<file path="src/rtl/ulpb_rx_pkg.sv">
// Shared definitions for the ULPB receive layer: FSM states, error codes, broadcast address.
package ulpb_rx_pkg;

  typedef enum logic [2:0] {
    ST_IDLE     = 3'd0,
    ST_ACK      = 3'd1,
    ST_FAIL_ACK = 3'd2,
    ST_DROP     = 3'd3,
    ST_DROP_ACK = 3'd4
  } rx_state_t;

  localparam logic [1:0] ERR_NONE     = 2'b00;
  localparam logic [1:0] ERR_FAIL     = 2'b01;
  localparam logic [1:0] ERR_OVERFLOW = 2'b10;
  localparam logic [1:0] ERR_FILTERED = 2'b11;

  localparam logic [7:0] BCAST_ADDR = 8'hff;
  localparam int         ENTRY_W    = 41;

endpackage

</file>
<file path="src/rtl/ulpb_sync.sv">
// Multi-flop level synchronizer with asynchronous clear.
module ulpb_sync #(
  parameter int SYNC_STAGES = 2
) (
  input  logic clk,
  input  logic rst,
  input  logic d,
  output logic q
);

  logic [SYNC_STAGES-1:0] sync_reg;

  always_ff @(posedge clk or posedge rst) begin
    if (rst) begin
      sync_reg <= '0;
    end else begin
      for (int i = SYNC_STAGES - 1; i > 0; i--) sync_reg[i] <= sync_reg[i-1];
      sync_reg[0] <= d;
    end
  end

  assign q = sync_reg[SYNC_STAGES-1];

endmodule

</file>
<file path="src/rtl/ulpb_rx_layer.sv">
// ULPB receive layer: 4-phase node handshake into a message-committed FIFO.
// Optional address filtering is enabled by defining ULPB_RX_ADDR_FILTER_EN.
module ulpb_rx_layer
  import ulpb_rx_pkg::*;
#(
  parameter int         FIFO_DEPTH  = 4,
  parameter int         SYNC_STAGES = 2,
  parameter logic [7:0] LAYER_ADDR  = 8'hab
) (
  input  logic        CLK,
  input  logic        RESET,
  input  logic [7:0]  RX_ADDR,
  input  logic [31:0] RX_DATA,
  input  logic        RX_REQ,
  input  logic        RX_PEND,
  input  logic        RX_FAIL,
  output logic        RX_ACK,
  output logic [7:0]  MSG_ADDR,
  output logic [31:0] MSG_DATA,
  output logic        MSG_LAST,
  output logic        MSG_VALID,
  input  logic        MSG_READY,
  output logic        ERR_PULSE,
  output logic [1:0]  ERR_CODE,
  output logic        BUSY
);

  localparam int             PW      = $clog2(FIFO_DEPTH);
  localparam int             CW      = PW + 1;
  localparam logic [CW-1:0]  DEPTH_C = CW'(FIFO_DEPTH);
  localparam logic [CW-1:0]  CNT_ONE = CW'(1);
  localparam logic [PW-1:0]  PTR_ONE = PW'(1);
`ifdef ULPB_RX_ADDR_FILTER_EN
  localparam bit FILTER_EN = 1'b1;
`else
  localparam bit FILTER_EN = 1'b0;
`endif

  logic [ENTRY_W-1:0] mem [FIFO_DEPTH];

  rx_state_t     state_reg;
  logic [PW-1:0] rd_ptr_reg, wr_ptr_reg, cm_ptr_reg;
  logic [PW-1:0] rd_ptr_next, wr_ptr_next, cm_ptr_next;
  logic [CW-1:0] count_reg, ccount_reg, count_next, ccount_next, pop_dec;
  logic          ack_reg, err_pulse_reg, drop_end_reg;
  logic [1:0]    err_code_reg;
  logic          req_s, fail_s;
  logic          pop, first_word, addr_ok, addr_reject, has_space;
  logic          push, commit, overflow, rollback;

  ulpb_sync #(.SYNC_STAGES(SYNC_STAGES)) u_sync_req (
    .clk(CLK), .rst(RESET), .d(RX_REQ), .q(req_s)
  );
  ulpb_sync #(.SYNC_STAGES(SYNC_STAGES)) u_sync_fail (
    .clk(CLK), .rst(RESET), .d(RX_FAIL), .q(fail_s)
  );

  // count includes uncommitted words; ccount only those visible to the consumer
  always_comb begin
    pop         = (ccount_reg != '0) && MSG_READY;
    pop_dec     = pop ? CNT_ONE : '0;
    first_word  = (count_reg == ccount_reg);
    addr_ok     = (RX_ADDR == LAYER_ADDR) || (RX_ADDR == BCAST_ADDR);
    addr_reject = FILTER_EN && first_word && !addr_ok;
    has_space   = (count_reg < DEPTH_C);
    push        = (state_reg == ST_IDLE) && !fail_s && req_s && !addr_reject && has_space;
    commit      = push && !RX_PEND;
    overflow    = (state_reg == ST_IDLE) && !fail_s && req_s && !addr_reject &&
                  !has_space && (ccount_reg == '0);
    rollback    = ((state_reg == ST_IDLE) && fail_s) || overflow;

    rd_ptr_next = pop ? rd_ptr_reg + PTR_ONE : rd_ptr_reg;
    cm_ptr_next = commit ? wr_ptr_reg + PTR_ONE : cm_ptr_reg;
    wr_ptr_next = wr_ptr_reg;
    count_next  = count_reg - pop_dec;
    if (rollback) begin
      wr_ptr_next = cm_ptr_reg;
      count_next  = ccount_reg - pop_dec;
    end else if (push) begin
      wr_ptr_next = wr_ptr_reg + PTR_ONE;
      count_next  = count_reg + CNT_ONE - pop_dec;
    end
    ccount_next = (commit ? count_reg + CNT_ONE : ccount_reg) - pop_dec;
  end

  always_ff @(posedge CLK) begin
    if (push) mem[wr_ptr_reg] <= {RX_ADDR, RX_DATA, ~RX_PEND};
  end

  always_ff @(posedge CLK or posedge RESET) begin
    if (RESET) begin
      state_reg     <= ST_IDLE;
      rd_ptr_reg    <= '0;
      wr_ptr_reg    <= '0;
      cm_ptr_reg    <= '0;
      count_reg     <= '0;
      ccount_reg    <= '0;
      ack_reg       <= 1'b0;
      err_pulse_reg <= 1'b0;
      err_code_reg  <= ERR_NONE;
      drop_end_reg  <= 1'b0;
    end else begin
      rd_ptr_reg    <= rd_ptr_next;
      wr_ptr_reg    <= wr_ptr_next;
      cm_ptr_reg    <= cm_ptr_next;
      count_reg     <= count_next;
      ccount_reg    <= ccount_next;
      err_pulse_reg <= 1'b0;
      case (state_reg)
        ST_IDLE: begin
          if (fail_s) begin
            ack_reg       <= 1'b1;
            err_pulse_reg <= 1'b1;
            err_code_reg  <= ERR_FAIL;
            state_reg     <= ST_FAIL_ACK;
          end else if (req_s) begin
            if (addr_reject) begin
              ack_reg       <= 1'b1;
              err_pulse_reg <= 1'b1;
              err_code_reg  <= ERR_FILTERED;
              drop_end_reg  <= ~RX_PEND;
              state_reg     <= ST_DROP_ACK;
            end else if (has_space) begin
              ack_reg   <= 1'b1;
              state_reg <= ST_ACK;
            end else if (overflow) begin
              // the word that hit the wall is acked from DROP on the next cycle
              err_pulse_reg <= 1'b1;
              err_code_reg  <= ERR_OVERFLOW;
              state_reg     <= ST_DROP;
            end
          end
        end
        ST_ACK: begin
          if (!req_s) begin
            ack_reg   <= 1'b0;
            state_reg <= ST_IDLE;
          end
        end
        ST_FAIL_ACK: begin
          if (!fail_s) begin
            ack_reg   <= 1'b0;
            state_reg <= ST_IDLE;
          end
        end
        ST_DROP: begin
          if (fail_s) begin
            ack_reg   <= 1'b1;
            state_reg <= ST_FAIL_ACK;
          end else if (req_s) begin
            ack_reg      <= 1'b1;
            drop_end_reg <= ~RX_PEND;
            state_reg    <= ST_DROP_ACK;
          end
        end
        ST_DROP_ACK: begin
          if (!req_s) begin
            ack_reg   <= 1'b0;
            state_reg <= drop_end_reg ? ST_IDLE : ST_DROP;
          end
        end
        default: begin
          ack_reg   <= 1'b0;
          state_reg <= ST_IDLE;
        end
      endcase
    end
  end

  assign RX_ACK    = ack_reg;
  assign ERR_PULSE = err_pulse_reg;
  assign ERR_CODE  = err_code_reg;
  assign MSG_VALID = (ccount_reg != '0);
  assign MSG_ADDR  = mem[rd_ptr_reg][40:33];
  assign MSG_DATA  = mem[rd_ptr_reg][32:1];
  assign MSG_LAST  = mem[rd_ptr_reg][0];
  assign BUSY      = (state_reg != ST_IDLE) || (count_reg != ccount_reg);

endmodule

</file>
<file path="config.mk">
export PLATFORM = sky130hd
export DESIGN_NAME = ulpb_rx_layer
export DESIGN_NICKNAME = d
export VERILOG_FILES = /design/src/rtl/ulpb_rx_pkg.sv /design/src/rtl/ulpb_sync.sv /design/src/rtl/ulpb_rx_layer.sv
export SDC_FILE = /design/constraint.sdc
export NUM_CORES = 1
export LEC_CHECK = 0
export CELL_PAD_IN_SITES_DETAIL_PLACEMENT = 0
export CELL_PAD_IN_SITES_GLOBAL_PLACEMENT = 1
export CORE_MARGIN = 3
export CORE_UTILIZATION = 29
export DETAILED_ROUTE_END_ITERATION = 10
export PLACE_DENSITY_LB_ADDON = 0.1
export SLEW_MARGIN = 10
export SYNTH_ARGS = -nofsm -noshare
export SYNTH_HDL_FRONTEND = slang
export SYNTH_HIERARCHICAL = 1
export SYNTH_SLANG_ARGS = --single-unit
</file>
<file path="constraint.sdc">
create_clock -name CLK -period 3.1 [get_ports CLK]
set_input_delay 0.31 -clock CLK [delete_from_list [all_inputs] [get_ports CLK]]
set_output_delay 0.31 -clock CLK [all_outputs]
set_load 0.02 [all_outputs]
</file>
# Word-level counts from Yosys, hierarchy flattened
# Memories as Yosys holds them, arrays and structs flattened.
# Index checks and enable logic that the tools add are counted.
# word_totals
regBits	24
ram_bits	164
inputBits	46
out_inout_bits	47
elab_cells	98
memories	1
# op_classes
n_addsub	7
magnitude_cmp	1
n_eq_ne	14
mux	36
bitwise	2
n_reduce_logical	25
# mem_list
memory	depth	word_bits	read_ports	rd_clocked_by_memory_dff	write_ports	line_no	source
mem	4	41	1	0	1	ulpb_rx_layer.sv:39	logic [ENTRY_W-1:0] mem [FIFO_DEPTH];
# ops
operator	n
2-to-1 mux 3 bit	12
2-to-1 mux 1 bit	15
one-hot mux 3 bit (5 select lines)	1
2-to-1 mux 2 bit	7
subtractor 3 x 1 -> 3 bit	4
logical AND 1 bit	8
!= test 2 bit (second input constant)	4
equality test 3 x 2 -> 1 bit (second input constant)	2
zero test 3 bit	2
!= test 3 x 1 -> 1 bit (second input constant)	2
AND reduction 6 bit	1
nonzero test 2 bit	3
nonzero test 3 bit	2
AND reduction 5 bit	1
adder 2 x 1 -> 2 bit (second input constant)	2
!= test 4 x 3 -> 1 bit (second input constant)	1
one-hot mux 1 bit (4 select lines)	1
AND reduction 4 bit	1
adder 3 x 1 -> 3 bit (second input constant)	1
equality test 3 x 1 -> 1 bit (second input constant)	1
equality test 3 bit (second input constant)	1
zero test 1 bit	3
less-than comparator 3 bit (second input constant)	1
!= test 3 x 2 -> 1 bit (second input constant)	1
other kinds (6)	8

# Depth between registers and ports, before layout
# Gate-level depths: netlist of run 1.
# logic_depth
depth_word	10
ltp_mapped	8
depth_no_buf	7

# By module
# Netlist of run 1, hierarchy kept.
# by_module_without_submodules
mod	n_inst	cells_per_inst	area_per_inst_um2	seq_area_each_um2
ulpb_rx_layer	1	340	7135.6	5425.2
ulpb_sync	2	3	53.8	50.0

# Least setup slack after synthesis of run 1
# No wires, ideal clock.
# synth_path
path_type	register to register
from	register state_reg[0]
to	memory mem[1][0] (enable)
setup_ns	0.402
arrival_ns	2.367
required_ns	2.698
path_slack_ns	0.331
path_stages_with_launch	5
n_path_buf	1
period_less_slack_ns	2.769
path_cell_list	dfrtp_1 buf_6 or4_4 nor3_4 and2_1
# synth_between
elab_chain_len	6
# synth_rtl
element	line_no	source
from (decl)	ulpb_rx_layer.sv:41	rx_state_t state_reg;
from (signal assigned)	ulpb_rx_layer.sv:159	state_reg <= drop_end_reg ? ST_IDLE : ST_DROP;
zero test 3 bit	ulpb_rx_layer.sv:66	push = (state_reg == ST_IDLE) && !fail_s && req_s && !addr_reject && has_space;
logical AND 1 bit (3 in a row)	ulpb_rx_layer.sv:66	
2-to-1 mux 1 bit	ulpb_rx_layer.sv:87	if (push) mem[wr_ptr_reg] <= {RX_ADDR, RX_DATA, ~RX_PEND};
2-to-1 mux 1 bit (not written as such)	ulpb_rx_layer.sv:87	
to (decl)	ulpb_rx_layer.sv:39	
# Every way passes these cells.

# Worst setup path after layout of run 1
# layout_path
from	register rd_ptr_reg[0]
to	output port MSG_ADDR[6]
# layout_between
elab_chain_len	1
# layout_rtl
element	line_no	source
from (decl)	ulpb_rx_layer.sv:42	logic [PW-1:0] rd_ptr_reg, wr_ptr_reg, cm_ptr_reg;
from (signal assigned)	ulpb_rx_layer.sv:103	rd_ptr_reg <= rd_ptr_next;
memory (4 x 41 bit)	n/a	
to (decl)	ulpb_rx_layer.sv:18	output logic [7:0] MSG_ADDR,
# Every way passes these cells.

==> results of run 1 <==
## layer usage
metal | GRT usage (%) | up-vias | wire length [microns]
met1 | 14.2 | 1867 | 6060
met5 | 0 | - | 11
met4 | 3.69 | 2 | 176
met3 | 3.96 | 13 | 745
met2 | 19.5 | 79 | 7560
li1 | - | 1601 | -
## final timing paths
path	to	slack, ns	cells after the start
max in group asynchronous	rd_ptr_reg[0]	2.07	2
setup reg to reg	mem[0][30]	0.58	4
setup / recovery	MSG_ADDR[6]	0.26	3
hold / removal	u_sync_fail/sync_reg[0]	0.09	2
hold reg to reg	u_sync_req/sync_reg[1]	0.35	0
min in group CLK	u_sync_req/sync_reg[0]	0.32	1
## through the flow
step | power [uW] | instance area [sq um] | setup WS [ns] | std cells
after detailed placement | 6180 | 8680 | 0.553 | 757
after CTS | 8250 | 9230 | 0.171 | 789
after floorplan | 4970 | 7240 | 0.331 | 346
after global placement | 6190 | 8680 | 0.636 | 757
after global routing | 8540 | 9230 | 0.0790 | 789
final | 8080 | 9230 | 0.262 | 789
## placed cells by master, fill, tap and decap left out, types with 2 or more instances in the layout
cell and count:
buf_12 7, inv_8 3, inv_6 4, buf_4 4, clkbuf_16 17, inv_1 16
nand2_1 6, o21ai_0 5, nor2_1 7, mux4_2 41, ha_1 9, nor2b_1 2
clkinv_4 6, edfxtp_1 164, a211oi_1 3, xnor2_1 8, nand3_1 4, dfrtp_1 22
a21oi_1 4, a31oi_1 2, and2_2 4, mux2i_1 5, clkdlybuf4s50_1 92, mux2_2 5
nor3_1 3
## cell families (layout without fill, tap and decap cells)
family | Yosys count | count (layout)
mux | 52 | 52
fa+ha+maj | 9 | 9
simple gates | 33 | 33
buf+inv | 32 | 151
xor+xnor | 9 | 9
compound gates | 23 | 23
flops | 188 | 188
## area by class of cell
type | count | area [sq um]
clock buffer | 18 | 429
clock inverter | 14 | 129
fill | 2234 | 15200
inverter | 16 | 60.1
multi-input combinational | 126 | 1590
sequential | 188 | 5530
tap | 324 | 405
timing repair buffer | 103 | 1090
## where the power goes
part	leakage, uW	switching (uW)	internal [uW]	total (uW)
clock	0.000272	979	1060	2040
combinational	0.00102	1240	1450	2700
sequential	0.00176	339	3000	3340
## synthesized netlist by cell type (all sizes together) (5+ instances only)
cell type	count	area [sq um]
o21ai	5	25.0
xnor2	8	70.1
nor2	8	32.5
nand2	6	22.5
and2	5	31.3
dfrtp	24	601
mux2i	5	50.1
edfxtp	164	4920
inv	16	60.1
mux2	6	67.6
ha	9	113
clkbuf	10	37.5
buf	6	36.3
mux4	41	923
==> results.py, run 1 <==
metrics = {
    "drt": {
        "drcViolationCount": 0,
        "first_iter_violations": 185,
        "via_count": 3562,
        "wl_microns": 14600,
        "routedWlPerCell_microns": 18.5,
        "vias_per_cell": 4.51,
        "final_antenna_net_count": 0,
        "first_pass_iters": 5,
    },
    "yosys": {
        "syn_area_sq_mm": 0.00724,
        "ys_ff_latch": 188,
        "async_reset_ff_share_pct": 12.8,
        "synthFlopType": "edfxtp_1",
        "synth-adder-area-share_pct": 1.55,
        "synth_edf_count": 164,
        "synth.area.mux_share_pct": 14.4,
        "synth_seq_area_share_pct": 76.3,
        "synth-compound-area-share_pct": 2.14,
        "synth-simple-area-share_pct": 2.71,
        "avgSynthCellArea_sq_um": 20.9,
        "synthXorXnorAreaFrac_pct": 1.09,
        "synthesis.nets": 401,
        "yosysUniqueCellTypes": 38,
        "ys_warn_count": 6,
        "synth_cells": 346,
        "synth_top_family_by_area": "multiplexers",
    },
    "clocking": {
        "clkLatencyLatePin_ns": 0.42,
        "cts_tree": "built",
        "clock-sinks": 188,
        "cts_resized": 0,
        "numCtsBuffers": 17,
        "htree_levels": 4,
        "postCtsSetupRepairBufs": 0,
        "ctsHoldBuffers": 0,
        "clk_pin_slew_worst_paths_ns": 0.07,
        "cts_max_path_buffers": 2,
        "cts_root_buffer": "clkbuf_16",
    },
    "placement": {
        "gp_congestion": 0.682,
        "dp_hpwl_microns": 8960,
        "io_buffers": 92,
    },
    "timing": {
        "hold_ws_ns": 0.0861,
        "slew-limit-headroom_pct": 44.5,
        "rsz0062_at_grt": "false",
        "hold_viol": 0,
        "slew_violations": 0,
        "skew_ns": 0.00909,
        "tightest_slew_ns": 0.832,
        "tns_ns": 0,
        "fin_crit_sh_pct": 91.5,
        "fmax_ghz": 0.352,
        "setup_viol": 0,
        "period_minus_slack_ns": 2.84,
    },
    "critical_path": {
        "crit_chain": "buf_4 -> mux4_2 -> clkdlybuf4s50_1",
        "crit_path_end_kind": "output pin",
        "worstPathArrival_ns": 2.53,
        "crit_required_ns": 2.79,
        "crit_slowest_cell": "dfrtp_4",
        "worst-setup-path-type": "reg -> out",
        "path_max_fanout": 21,
        "rr_startpoint": "state_reg[1]",
        "cp.buffers_inverters": 2,
        "crit_family": "buffers and inverters",
        "critPathLaunchType": "flop",
        "slowest_delay_ns": 0.72,
        "crit_start": "rd_ptr_reg[0]",
    },
    "global_routing": {
        "grt_overflow": 0,
        "grt_pass1_vias": 3905,
        "grt_use_total_pct": 11.6,
        "grt_pass1_wl_microns": 22800,
        "grt_max_degree": 42,
        "antenna_found_initial": 1,
    },
    "die": {
        "die_w_microns": 164,
        "start_util_pct": 29.6,
        "rows": 57,
        "die-height_microns": 164,
        "core_sq_mm": 0.0245,
        "io_pins": 93,
        "dieArea_sq_mm": 0.0269,
    },
    "final_layout": {
        "drive_gt1_share_pct": 21.7,
        "largest_register_ffs": 164,
        "num_antenna_cells": 0,
        "nets": 507,
        "top_register": "mem",
        "final_core_util_pct": 37.7,
        "syn2layout_area_growth_pct": 27.5,
    },
    "power": {
        "cellPowerDensity_mw_per_mm2": 875,
        "vdd_drop_max_v": 0.000336,
        "p_leak_uw": 0.00305,
    },
    "status": {
        "outcome": "complete, no violations",
    },
    "worst_hold_path": {
        "min_path_type": "in -> async",
    },
    "run": {
        "cap_violations": 0,
    },
}
(Power assumes the default switching activity.)
==> run 2, diff against run 1 <==
Settings changed: CORE_UTILIZATION 29 to 48, PLACE_DENSITY from default to 0.83, PLACE_DENSITY_LB_ADDON 0.1 to default.
==> results.py, run 2 (same netlist as run 1, synthesis figures left out) <==
metrics = {
    "status": {
        "outcome": "complete, no violations",
    },
    "placement": {
        "io_buffers": 92,
        "dp_slack_ns": 0.627,
        "numPlacedInstances": 613,
        "dpl_cell_area_sq_mm": 0.00846,
        "dp_hpwl_microns": 7890,
        "gp_congestion": 0.792,
    },
    "global_routing": {
        "grt_pass1_wl_microns": 20100,
        "antenna_found_initial": 0,
        "grt_overflow": 0,
        "grt_pass1_vias": 3621,
        "grt_max_degree": 42,
        "grt_use_total_pct": 16.3,
    },
    "die": {
        "die_w_microns": 129,
        "die-height_microns": 129,
        "io_pins": 93,
        "rows": 44,
        "start_util_pct": 49.5,
        "dieArea_sq_mm": 0.0166,
        "core_sq_mm": 0.0146,
    },
    "final_layout": {
        "top_register": "mem",
        "largest_register_ffs": 164,
        "final_cell_mix": "edfxtp_1, clkdlybuf4s50_1, mux4_2",
        "num_antenna_cells": 0,
        "finalNonFillerCells": 645,
        "drive_gt1_share_pct": 21.3,
        "nets": 503,
        "syn2layout_area_growth_pct": 25.0,
        "final_common_cell": "edfxtp_1",
        "finalInstanceArea_sq_mm": 0.00906,
        "fillers": 1017,
    },
    "timing": {
        "slew_violations": 0,
        "hold_viol": 0,
        "tightest_slew_ns": 0.772,
        "tns_ns": 0,
        "finalWorstSetupSlack_ns": 0.322,
        "period_minus_slack_ns": 2.78,
        "fmax_ghz": 0.360,
        "skew_ns": 0.00955,
        "fin_crit_sh_pct": 89.6,
        "slew-limit-headroom_pct": 48.5,
        "setup_viol": 0,
        "rsz0062_at_grt": "false",
    },
    "drt": {
        "wl_microns": 12700,
        "via_count": 3515,
        "first_iter_violations": 257,
        "wl_met2_microns": 6370,
        "final_antenna_net_count": 0,
        "vias_per_cell": 5.45,
        "top_layer_used": "met4",
        "routedWlPerCell_microns": 19.7,
        "wl_met1_microns": 5300,
        "drcViolationCount": 0,
        "first_pass_iters": 4,
        "route.met3.wl_microns": 817,
    },
    "critical_path": {
        "crit_path_end_kind": "output pin",
        "worstPathArrival_ns": 2.47,
        "critPathCapture": "MSG_DATA[23]",
        "crit_required_ns": 2.79,
        "crit_start": "rd_ptr_reg[0]",
        "r2r_slack_ns": 0.63,
        "critPathLaunchType": "flop",
        "path_max_fanout": 35,
        "rr_startpoint": "state_reg[1]",
        "r2r_end": "mem[0][15]",
        "rr_worst_depth": 4,
        "worst-setup-path-type": "reg -> out",
    },
    "clocking": {
        "cts_max_path_buffers": 2,
        "ctsHoldBuffers": 0,
        "cts_tree": "built",
        "clkLatencyLatePin_ns": 0.42,
        "htree_levels": 4,
        "clk_pin_slew_worst_paths_ns": 0.07,
        "clock-sinks": 188,
        "cts_resized": 0,
        "numCtsBuffers": 17,
        "cts_root_buffer": "clkbuf_16",
        "postCtsSetupRepairBufs": 0,
    },
    "power": {
        "p_sw_share_pct": 30.4,
        "p_leak_uw": 0.00305,
        "p_seq_share_pct": 40.2,
        "finalPower_uw": 8080,
        "vdd_drop_max_v": 0.000531,
        "power_switching_uw": 2450,
        "combPwrFrac_pct": 33.1,
        "cellPowerDensity_mw_per_mm2": 893,
        "intPower_uw": 5630,
        "power_frac_clock_pct": 26.7,
    },
    "worst_hold_path": {
        "min_path_type": "in -> async",
    },
    "run": {
        "cap_violations": 0,
    },
}
## run 2: critical path, cell delays in order (launching register included)
cell and delay [ns]:
dfrtp_2 0.55, buf_12 0.33, mux4_2 0.60, clkdlybuf4s50_1 0.56
## run 2: routing by layer
layer / vias to the layer above / track usage [%]
li1: 1596 / -
met1: 1788 / 22.3
met2: 113 / 25.2
met3: 18 / 5.15
met4: 0 / 5.19
met5: - / 0
## run 2: per-stage QoR
stage / hold WS [ns] / utilization (%)
6_report: 0.0947 / 61.9
2_1_floorplan: 0.0512 / -
4_1_cts: 0.0825 / 61.9
5_1_grt: 0.111 / 61.9
3_3_place_gp: 0.335 / 57.7
3_5_place_dp: 0.339 / 57.7
## run 2: worst min path at each step
stage	end	cells past startpoint	slack (ns)
floorplan	u_sync_fail/sync_reg[0]	1	0.05
finish	u_sync_fail/sync_reg[0]	2	0.09
CTS	u_sync_req/sync_reg[0]	2	0.08
global placement	u_sync_req/sync_reg[1]	0	0.33
detailed placement	u_sync_fail/sync_reg[1]	0	0.34
global route	u_sync_req/sync_reg[0]	2	0.11
## run 2: area by class of cell
| type | count | area [sq um] | share of cell area (%) |
|---|---|---|---|
| inverter | 16 | 60.1 | 0.663 |
| timing repair buffer | 99 | 1050 | 11.6 |
| multi-input combinational | 126 | 1590 | 17.5 |
| tap | 184 | 230 | 2.54 |
| sequential | 188 | 5530 | 61.0 |
| clock buffer | 17 | 425 | 4.70 |
| clock inverter | 15 | 176 | 1.95 |
## run 2: power groups by stage
stage,Combinational (uW),Clock [uW],Sequential [uW]
floorplan,1790,0,3180
global placement,2700,0,3290
detailed placement,2720,0,3310
CTS,2740,2210,3250
global route,2910,2330,3280
finish,2680,2160,3250
